===== src/rtl/rto_write_scheduler_if.sv =====
// Requester-side bus of the RTO write scheduler: per-requester valid/ready
// and a packed array of 128-bit timed entries.
interface rto_write_scheduler_if #(
    parameter int NUM_REQ = 4
);
    logic [NUM_REQ-1:0]     valid;
    logic [NUM_REQ*128-1:0] data;
    logic [NUM_REQ-1:0]     ready;

    modport master (output valid, data, input ready);
    modport slave  (input valid, data, output ready);
endinterface


===== src/rtl/rto_write_scheduler.sv =====
// Round-robin front end for one RTO output core: arbitrates timed entries into
// the core FIFO, drops late entries, and sequences flush/auto_start.
module rto_write_scheduler #(
    parameter int NUM_REQ      = 4,
    parameter int LEAD_CYCLES  = 8,
    parameter int FLUSH_CYCLES = 4
) (
    input  logic                  clk,
    input  logic                  reset,
    rto_write_scheduler_if.slave  req,
    input  logic                  start_cmd,
    input  logic                  stop_cmd,
    input  logic [63:0]           counter,
    input  logic                  core_full,
    input  logic                  core_timestamp_error,
    input  logic                  core_overflow_error,
    output logic                  core_write,
    output logic [127:0]          core_din,
    output logic                  core_flush,
    output logic                  core_auto_start,
    output logic                  late_drop,
    output logic [2:0]            late_drop_src,
    output logic [31:0]           drop_count,
    output logic [1:0]            state
);

    typedef enum logic [1:0] {
        S_IDLE  = 2'd0,
        S_RUN   = 2'd1,
        S_HALT  = 2'd2,
        S_FLUSH = 2'd3
    } state_t;

    localparam int FCW = (FLUSH_CYCLES > 1) ? $clog2(FLUSH_CYCLES) : 1;

    state_t         state_q;
    state_t         state_nxt;
    logic [FCW-1:0] flush_cnt;
    logic [2:0]     rr_ptr;       // first index searched on the next grant
    logic [2:0]     grant_idx;
    logic           grant_found;
    logic           eligible;
    logic [127:0]   grant_entry;
    logic           grant_late;

    // One write in flight at a time, and nothing while the core is held.
    assign eligible = !reset && (state_q == S_IDLE || state_q == S_RUN)
                      && !core_full && !core_write;

    // Two passes over the requesters: first from rr_ptr upward, then wrap to 0.
    always_comb begin
        grant_found = 1'b0;
        grant_idx   = '0;
        if (eligible) begin
            for (int j = 0; j < NUM_REQ; j++) begin
                if (!grant_found && req.valid[j] && 3'(j) >= rr_ptr) begin
                    grant_found = 1'b1;
                    grant_idx   = 3'(j);
                end
            end
            for (int j = 0; j < NUM_REQ; j++) begin
                if (!grant_found && req.valid[j]) begin
                    grant_found = 1'b1;
                    grant_idx   = 3'(j);
                end
            end
        end
    end

    always_comb begin
        grant_entry = '0;
        req.ready   = '0;
        for (int j = 0; j < NUM_REQ; j++) begin
            if (grant_found && 3'(j) == grant_idx) begin
                grant_entry  = req.data[128*j +: 128];
                req.ready[j] = 1'b1;
            end
        end
    end

    // 65-bit compare so counter + LEAD_CYCLES never wraps past a small timestamp.
    assign grant_late = {1'b0, grant_entry[95:32]} < ({1'b0, counter} + 65'(LEAD_CYCLES));

    // NOTE: sequential state uses non-blocking assignments so every flop samples
    // the pre-edge values, independent of statement order between blocks.
    always_ff @(posedge clk or posedge reset) begin
        if (reset) begin
            core_write    <= 1'b0;
            core_din      <= '0;
            late_drop     <= 1'b0;
            late_drop_src <= '0;
            drop_count    <= '0;
            rr_ptr        <= '0;
        end else begin
            core_write <= grant_found && !grant_late;
            late_drop  <= grant_found && grant_late;
            if (grant_found) begin
                rr_ptr <= (grant_idx == 3'(NUM_REQ - 1)) ? 3'd0 : grant_idx + 3'd1;
                if (grant_late) begin
                    late_drop_src <= grant_idx;
                    if (drop_count != '1)
                        drop_count <= drop_count + 32'd1;
                end else begin
                    core_din <= grant_entry;
                end
            end
        end
    end

    always_comb begin
        state_nxt = state_q;
        case (state_q)
            S_IDLE: begin
                if (stop_cmd)       state_nxt = S_FLUSH;
                else if (start_cmd) state_nxt = S_RUN;
            end
            S_RUN: begin
                if (core_timestamp_error || core_overflow_error) state_nxt = S_HALT;
                else if (stop_cmd)                               state_nxt = S_FLUSH;
            end
            S_HALT: begin
                if (stop_cmd) state_nxt = S_FLUSH;
            end
            S_FLUSH: begin
                if (flush_cnt == '0) state_nxt = S_IDLE;
            end
            default: state_nxt = S_IDLE;
        endcase
    end

    // Core control lines are decoded from the next state so they line up with state_q.
    always_ff @(posedge clk or posedge reset) begin
        if (reset) begin
            state_q         <= S_IDLE;
            flush_cnt       <= '0;
            core_flush      <= 1'b0;
            core_auto_start <= 1'b0;
        end else begin
            state_q         <= state_nxt;
            core_flush      <= (state_nxt == S_FLUSH);
            core_auto_start <= (state_nxt == S_RUN);
            if (state_q != S_FLUSH && state_nxt == S_FLUSH)
                flush_cnt <= FCW'(FLUSH_CYCLES - 1);
            else if (state_q == S_FLUSH && flush_cnt != '0)
                flush_cnt <= flush_cnt - 1'b1;
        end
    end

    assign state = state_q;

endmodule


===== src/flat_wrapper.sv =====
// flat-port wrapper written by rule: the top's interface ports become plain ports
module rto_write_scheduler_flat 
#(
    parameter int NUM_REQ      = 4,
    parameter int LEAD_CYCLES  = 8,
    parameter int FLUSH_CYCLES = 4
)
  (clk, reset, start_cmd, stop_cmd, counter, core_full, core_timestamp_error, core_overflow_error, core_write, core_din, core_flush, core_auto_start, late_drop, late_drop_src, drop_count, state, req_valid, req_data, req_ready);
  rto_write_scheduler_if #(.NUM_REQ(NUM_REQ)) req_i ();
  input  logic clk;
  input  logic reset;
  input  logic start_cmd;
  input  logic stop_cmd;
  input  logic [63:0] counter;
  input  logic core_full;
  input  logic core_timestamp_error;
  input  logic core_overflow_error;
  output logic core_write;
  output logic [127:0] core_din;
  output logic core_flush;
  output logic core_auto_start;
  output logic late_drop;
  output logic [2:0] late_drop_src;
  output logic [31:0] drop_count;
  output logic [1:0] state;
  input wire logic [$bits(req_i.valid)-1:0] req_valid;
  input wire logic [$bits(req_i.data)-1:0] req_data;
  output wire logic [$bits(req_i.ready)-1:0] req_ready;
  assign req_i.valid = req_valid;
  assign req_i.data = req_data;
  assign req_ready = req_i.ready;
  rto_write_scheduler #(.NUM_REQ(NUM_REQ), .LEAD_CYCLES(LEAD_CYCLES), .FLUSH_CYCLES(FLUSH_CYCLES)) u_core (.clk(clk), .reset(reset), .req(req_i), .start_cmd(start_cmd), .stop_cmd(stop_cmd), .counter(counter), .core_full(core_full), .core_timestamp_error(core_timestamp_error), .core_overflow_error(core_overflow_error), .core_write(core_write), .core_din(core_din), .core_flush(core_flush), .core_auto_start(core_auto_start), .late_drop(late_drop), .late_drop_src(late_drop_src), .drop_count(drop_count), .state(state));
endmodule

===== config.mk =====
export PLATFORM = sky130hd
export DESIGN_NAME = rto_write_scheduler_flat
export DESIGN_NICKNAME = d
export VERILOG_FILES = /design/src/rtl/rto_write_scheduler_if.sv /design/src/rtl/rto_write_scheduler.sv /design/src/flat_wrapper.sv
export SDC_FILE = /design/constraint.sdc
export NUM_CORES = 1
export LEC_CHECK = 0
export ABC_AREA = 1
export ABC_CLOCK_PERIOD_IN_PS = 8950
export BUFFER_PORTS_ARGS = -buffer_cell sky130_fd_sc_hd__buf_4
export CORE_AREA = 2 2 295 297
export DETAILED_ROUTE_END_ITERATION = 8
export DIE_AREA = 0 0 297 299
export SLEW_MARGIN = 20
export SYNTH_ARGS = -nofsm -noshare
export SYNTH_HDL_FRONTEND = slang
export SYNTH_SLANG_ARGS = --single-unit

===== constraint.sdc =====
create_clock -name clk -period 8.95 [get_ports clk]
set_input_delay 1.79 -clock clk [delete_from_list [all_inputs] [get_ports clk]]
set_output_delay 1.79 -clock clk [all_outputs]
set_load 0.02 [all_outputs]

Yosys cells after proc, flatten, opt, wreduce, memory -nomap -nowiden:

Index checks and enable logic that the tools add are counted.

* add/sub/neg operators: 4
* $mul: 0
* divide/modulo/power cells: 0
* order comparisons: 5
* eq/ne operators: 11
* shifts and indexed selects: 0
* muxes and demuxes: 41
* bitwise logic cells: 1
* reductions and logical operators: 43

Operator list (number)
* $mux W128: 4
* $add A64 B4 Y65 const B: 1
* $lt A64 B65 Y1: 1
* $add A32 B1 Y32 const B: 1
* $ne A32 B32 Y1 const B: 1
* $mux W2: 14
* $logic_and A1 B1 Y1: 22
* $mux W1: 21
* $logic_not A1 Y1: 11
* $pmux W2 S4: 1
* $eq A2 B2 Y1 const B: 3
* $eq A2 B3 Y1 const A: 2
* $ge A1 B3 Y1 const A: 2
* $ge A2 B3 Y1 const A: 2
* $eq A2 B1 Y1 const B: 2
* $logic_not A2 Y1: 2
* $reduce_and A2 Y1: 2
* $reduce_bool A2 Y1: 2
* $add A3 B1 Y3 const B: 1
* $eq A1 B3 Y1 const A: 1
* $eq A3 B2 Y1 const B: 1
* $logic_not A3 Y1: 1
* $mux W3: 1
* $reduce_and A3 Y1: 1
* other kinds (4): 5

* register bits: 174
* bits in latches: 0
* bits in writable memories: 0
* ROM bits: 0
* input bits: 587
* output and inout port bits: 173
* word-level logic and storage cells: 115
* memories: 0

Depth between registers and ports, before layout:

* word-level depth: 46
* depth in mapped cells: 37
* mapped depth without buffers: 33

Worst setup path after synthesis:

No wires, ideal clock.

* path kind: in2reg
* from: in reset
* to: reg u_core.core_din[88]
* setup time: 0.124 ns
* arrival time: 9.199 ns
* data required time: 8.826 ns
* setup slack: -0.373 ns
* stages: 30
* buffers on the path: 5
* cell sequence: inv_1 > nand3_1 > inv_1 > nand2_1 > inv_1 > ha_1 > inv_1 > nor2_1 > buf_2 > inv_1 > buf_2 > clkbuf_1 > o22ai_1 > inv_1 > ha_1 > nand2_1 > nor4_1 > nand2_1 > nand2_1 > nand2_1 > nand2_1 > nand3_1 > inv_1 > nor2_2 > nand2_2 > nand2_4 > buf_12 > buf_6 > nand2_2 > o21ai_2

* cells in the longest elaborated chain, start to end: 14
* elaborated cells on any way between the ends: 21
* those cells by class: order compare: 1; eq/ne: 3; mux: 6; bitwise: 1; reduce/logical: 10

RTL lines
* start, declared: line flat_wrapper.sv:11 `input logic reset;`
* $logic_not A1 Y1 (no source line) *
* $logic_and A1 B1 Y1 *: line rto_write_scheduler.sv:47 `assign eligible = !reset && (state_q == S_IDLE || state_q == S_RUN)`
* $logic_and A1 B1 Y1 * (2 in series): line rto_write_scheduler.sv:48 `&& !core_full && !core_write;`
* $mux W2 *: line rto_write_scheduler.sv:54 `if (eligible) begin`
* net u_core.grant_idx[1]: line rto_write_scheduler.sv:40 `logic [2:0] grant_idx;`
* $logic_not A3 Y1: line rto_write_scheduler.sv:74 `if (grant_found && 3'(j) == grant_idx) begin`
* $logic_and A1 B1 Y1: line rto_write_scheduler.sv:74
* $mux W128 (3 in series): line rto_write_scheduler.sv:74
* $mux W128 *: line rto_write_scheduler.sv:74
* net u_core.grant_entry[48]: line rto_write_scheduler.sv:43 `logic [127:0] grant_entry;`
* $lt A64 B65 Y1 *: line rto_write_scheduler.sv:82 `assign grant_late = {1'b0, grant_entry[95:32]} < ({1'b0, counter} + 65'(LEAD_CYCLES));`
* $not A1 Y1 (no source line) *
* $reduce_and A2 Y1 (no source line) *
* end signal, assigned: line rto_write_scheduler.sv:104 `core_din <= grant_entry;`
* end, declared: line rto_write_scheduler.sv:18 `output logic [127:0] core_din,`

The timed path passes the listed nets; every way through them passes the cells marked *.
A chain may end at the register's enable or synchronous reset.

Worst setup path after layout:

* from: in req_valid[1]
* to: reg u_core.core_din[83]

* cells in the longest elaborated chain, start to end: 39
* elaborated cells on any way between the ends: 53
* those cells by class: order compare: 1; eq/ne: 3; mux: 26; bitwise: 1; reduce/logical: 22

RTL lines
* start, declared: line flat_wrapper.sv:26 `input wire logic [$bits(req_i.valid)-1:0] req_valid;`
* $logic_and A1 B1 Y1 (2 in series): line rto_write_scheduler.sv:56 `if (!grant_found && req.valid[j] && 3'(j) >= rr_ptr) begin`
* $mux W1: line rto_write_scheduler.sv:56
* $mux W1: line rto_write_scheduler.sv:54
* $logic_not A1 Y1: line rto_write_scheduler.sv:56
* $logic_and A1 B1 Y1 (2 in series): line rto_write_scheduler.sv:56
* $mux W1: line rto_write_scheduler.sv:56
* $mux W1: line rto_write_scheduler.sv:54
* $logic_not A1 Y1: line rto_write_scheduler.sv:56
* [20 not listed]
* net u_core.grant_idx[1]: line rto_write_scheduler.sv:40
* $logic_not A3 Y1: line rto_write_scheduler.sv:74
* $logic_and A1 B1 Y1: line rto_write_scheduler.sv:74
* $mux W128 (3 in series): line rto_write_scheduler.sv:74
* $mux W128 *: line rto_write_scheduler.sv:74
* net u_core.grant_entry[42]: line rto_write_scheduler.sv:43
* $lt A64 B65 Y1 *: line rto_write_scheduler.sv:82
* $not A1 Y1 (no source line) *
* $reduce_and A2 Y1 (no source line) *

The timed path passes the listed nets; every way through them passes the cells marked *. The select of a mux whose other input is x is not followed.

==> key figures <==
Run status
  • Outcome: completed

Setup path
  • Slowest CP cell: o21ai_0
  • Critical path capture point type: register
  • Type of the worst setup path: in -> reg
  • Top Family by Delay on Critical Path: simple AND/OR/NAND/NOR gates
  • Crit path max fanout: 50
  • Worst path most repeated cell: nand2_1
  • Worst Path Required: 9.38 ns
  • Crit path largest cell delay: 0.65 ns
  • Buf/Inv on CP: 10
  • Arrival time at the worst endpoint: 7.48 ns
  • Setup crit start kind: primary input

STA
  • Slew Limit Headroom: 31.1%
  • Clock Skew: 0.0185 ns
  • Pins Over Slew Limit: 0
  • Final Setup Violations: 0
  • Final min period: 7.06 ns
  • Hold violation total from the final report: 0
  • Achievable frequency: 0.142 GHz
  • Crit share post-route: 78.8%
  • Worst slew pin tran: 1.03 ns
  • Total negative setup slack: 0 ns
  • RSZ-0062 raised after global routing: no

Floorplan
  • Chip height: 299 um
  • Die Footprint: 88800 um2
  • Starting Density: 17.1%
  • IO Count: 760
  • Core Area: 85900 um2
  • Die X-Extent: 297 um
  • Cell Rows: 108

Clock network
  • Hold_buf cts: 0
  • Root Driver: clkbuf_16
  • Htree depth: 4
  • CTS clk-pin slew, worst paths: 0.08 ns
  • TritonCTS clock tree: done
  • Post-CTS setup buffer count: 0
  • Cts bufs inserted: 17
  • Post-CTS sizing: 0
  • Clock Tree Buf Depth: 2
  • Worst skew pair latency: 0.49 ns
  • Clk sinks: 172

Routing
  • Routed Wire Length: 93400 um
  • DR vias: 18400
  • DR iter-0 viols: 1586
  • Wire length per cell: 22.8 um
  • Post-route ant nets: 0
  • Vias per inst: 4.50
  • Residual DRC: 0
  • Drt first pass iters: 5

Final layout
  • Share of cells above drive strength 1: 29.4%
  • Most common cell after layout, fill and taps aside: buf_4
  • Most frequent cells in the layout: 781 x buf_4, 748 x nand2_1, 186 x nand3_1
  • Final nets: 3574
  • P&R area growth vs syn: 50.6%
  • Non-Filler Instances: 4091

Global route
  • Vias in the first global route: 18100
  • Total track usage: 20.5%
  • Initial antenna violation count: 22
  • Pin count of the biggest net entering global routing: 140
  • First-pass GRT wire length: 132000 um
  • Gr ovfl total: 0

Place
  • PortBufs: 758
  • Final GP Congestion: 0.970
  • Post-placement cell count: 4055
  • Dpl hpwl: 76100 um

Yosys
  • Unique cell type count in the Yosys netlist: 42
  • Yosys warnings: 0
  • Async set or reset register ratio after synthesis: 100%
  • Syn Inst Count: 2248
  • Number of synthesized flops with an enable pin: 0
  • Synth Flop Type: dfrtp_1
  • #FFs+latches synth: 172
  • Post-Syn Nets: 2903
  • Sequential area share after synthesis: 29.3%
  • Post-Syn Area per Cell: 6.53 um2
  • Area of the mapped netlist: 14700 um2

Power and ir drop
  • Power per cell area: 114 nW/um2
  • Peak supply drop: 147 uV
  • Leak: 11.2 nW

Flow run
  • Max Cap Viol: 0

Worst hold path
  • HP Class: reg -> reg
metal layers:
metal	global-route usage (%)	wire length (um)	up-vias
met5	0	83	-
met4	6.17	2310	14
met3	5.34	6710	112
met2	34.7	44700	752
met1	25.4	39600	8672
li1	-	-	8861
state kept, by name, summed over array words and instances, names as in the netlist:
register / flops
u_core.core_din: 128
u_core.drop_count: 32
u_core.flush_cnt: 2
u_core.late_drop_src: 2
u_core.rr_ptr: 2
u_core.state: 2
u_core.core_auto_start: 1
u_core.core_flush: 1
u_core.core_write: 1
u_core.late_drop: 1
power breakdown:
group | internal [mW] | switching [mW] | total [mW]
sequential | 0.815 | 0.0327 | 0.848
combinational | 0.370 | 0.525 | 0.895
clock | 0.391 | 0.392 | 0.782
total | 1.58 | 0.949 | 2.52
final cells by class:
class	count	area (um2)
antenna	4	10.0
inverter	128	500
tap	1155	1450
fill	9700	63900
clock inverter	13	136
multi-input combinational	1811	9240
sequential	172	4300
timing repair buffer	789	6020
clock buffer	19	433
path summary, 6_finish.rpt:
path / slack [ns] / start / depth (start not counted) / to
setup reg to reg: 2.91 / u_core.rr_ptr[1] / 27 / u_core.core_din[83]
hold reg to reg: 0.48 / u_core.core_din[113] / 2 / u_core.core_din[113]
setup / recovery: 1.89 / req_valid[1] / 29 / u_core.core_din[83]
max in group asynchronous: 5.91 / reset / 4 / u_core.core_din[86]
min in group asynchronous: 1.50 / reset / 3 / u_core.rr_ptr[1]
hold / removal: 0.48 / u_core.core_din[113] / 2 / u_core.core_din[113]
synth_stat cells, types with 4 or more instances:
| master | instances | area (um2) |
|---|---|---|
| nand3_1 | 186 | 931 |
| a211oi_1 | 32 | 240 |
| buf_1 | 12 | 45.0 |
| nand2_1 | 748 | 2810 |
| o211ai_1 | 12 | 90.1 |
| nor2_2 | 4 | 25.0 |
| xnor2_1 | 27 | 236 |
| inv_2 | 4 | 15.0 |
| nor3_1 | 32 | 160 |
| xor2_1 | 60 | 526 |
| o21ai_2 | 10 | 87.6 |
| o21ai_1 | 72 | 360 |
| buf_2 | 38 | 190 |
| clkbuf_1 | 71 | 267 |
| o22ai_1 | 21 | 131 |
| dfrtp_1 | 172 | 4300 |
| nand2_2 | 13 | 81.3 |
| a21oi_1 | 57 | 285 |
| inv_1 | 124 | 465 |
| buf_6 | 14 | 158 |
| nand3b_1 | 4 | 30.0 |
| nor2_1 | 176 | 661 |
| nor4_1 | 21 | 131 |
| ha_1 | 68 | 851 |
| nand4_1 | 64 | 400 |
| a22oi_1 | 27 | 203 |
| o21ai_0 | 157 | 786 |
through the flow:
stage               worst slack, ns  power (mW)  area (um2)  hold WS (ns)  util (%)
floorplan                     0.748        1.28       14700         0.507         -
detailed placement             1.11        1.76       21500         0.466      25.0
global placement               1.22        1.76       21500         0.467      25.0
CTS                            1.63        2.57       22100         0.486      25.7
global route                   1.40        2.68       22100         0.505      25.7
finish                         1.89        2.52       22100         0.481      25.7
worst register-to-register path: stages, from the launching register on:
cell and delay, ns:
dfrtp_1 0.40, inv_1 0.07, nand3_1 0.14, nand2_2 0.08
nor2_4 0.13, nand3_1 0.08, nand2_1 0.15, nand2_1 0.10
inv_1 0.10, ha_1 0.14, inv_1 0.07, nor2_4 0.16
inv_4 0.22, buf_12 0.31, o21ai_0 0.65, inv_1 0.31
ha_1 0.39, nand2_1 0.05, nor4_1 0.37, nand4_1 0.28
nor2_1 0.44, nand2_2 0.11, nand2_2 0.16, nand2_8 0.22
clkinv_2 0.18, buf_4 0.40, nand2_1 0.18, nand2_1 0.09
kinds of logic after synthesis:
| kind of cell | share of synthesized area, % |
|---|---|
| other | 0.0256 |
| adder cells (fa/ha/maj) | 5.80 |
| XOR/XNOR | 5.19 |
| flip-flops | 29.3 |
| AO/OA/AOI/OAI | 15.5 |
| AND/OR/NAND/NOR | 36.2 |
| buffers and inverters | 7.96 |
Power figures use the tool's default switching activity.
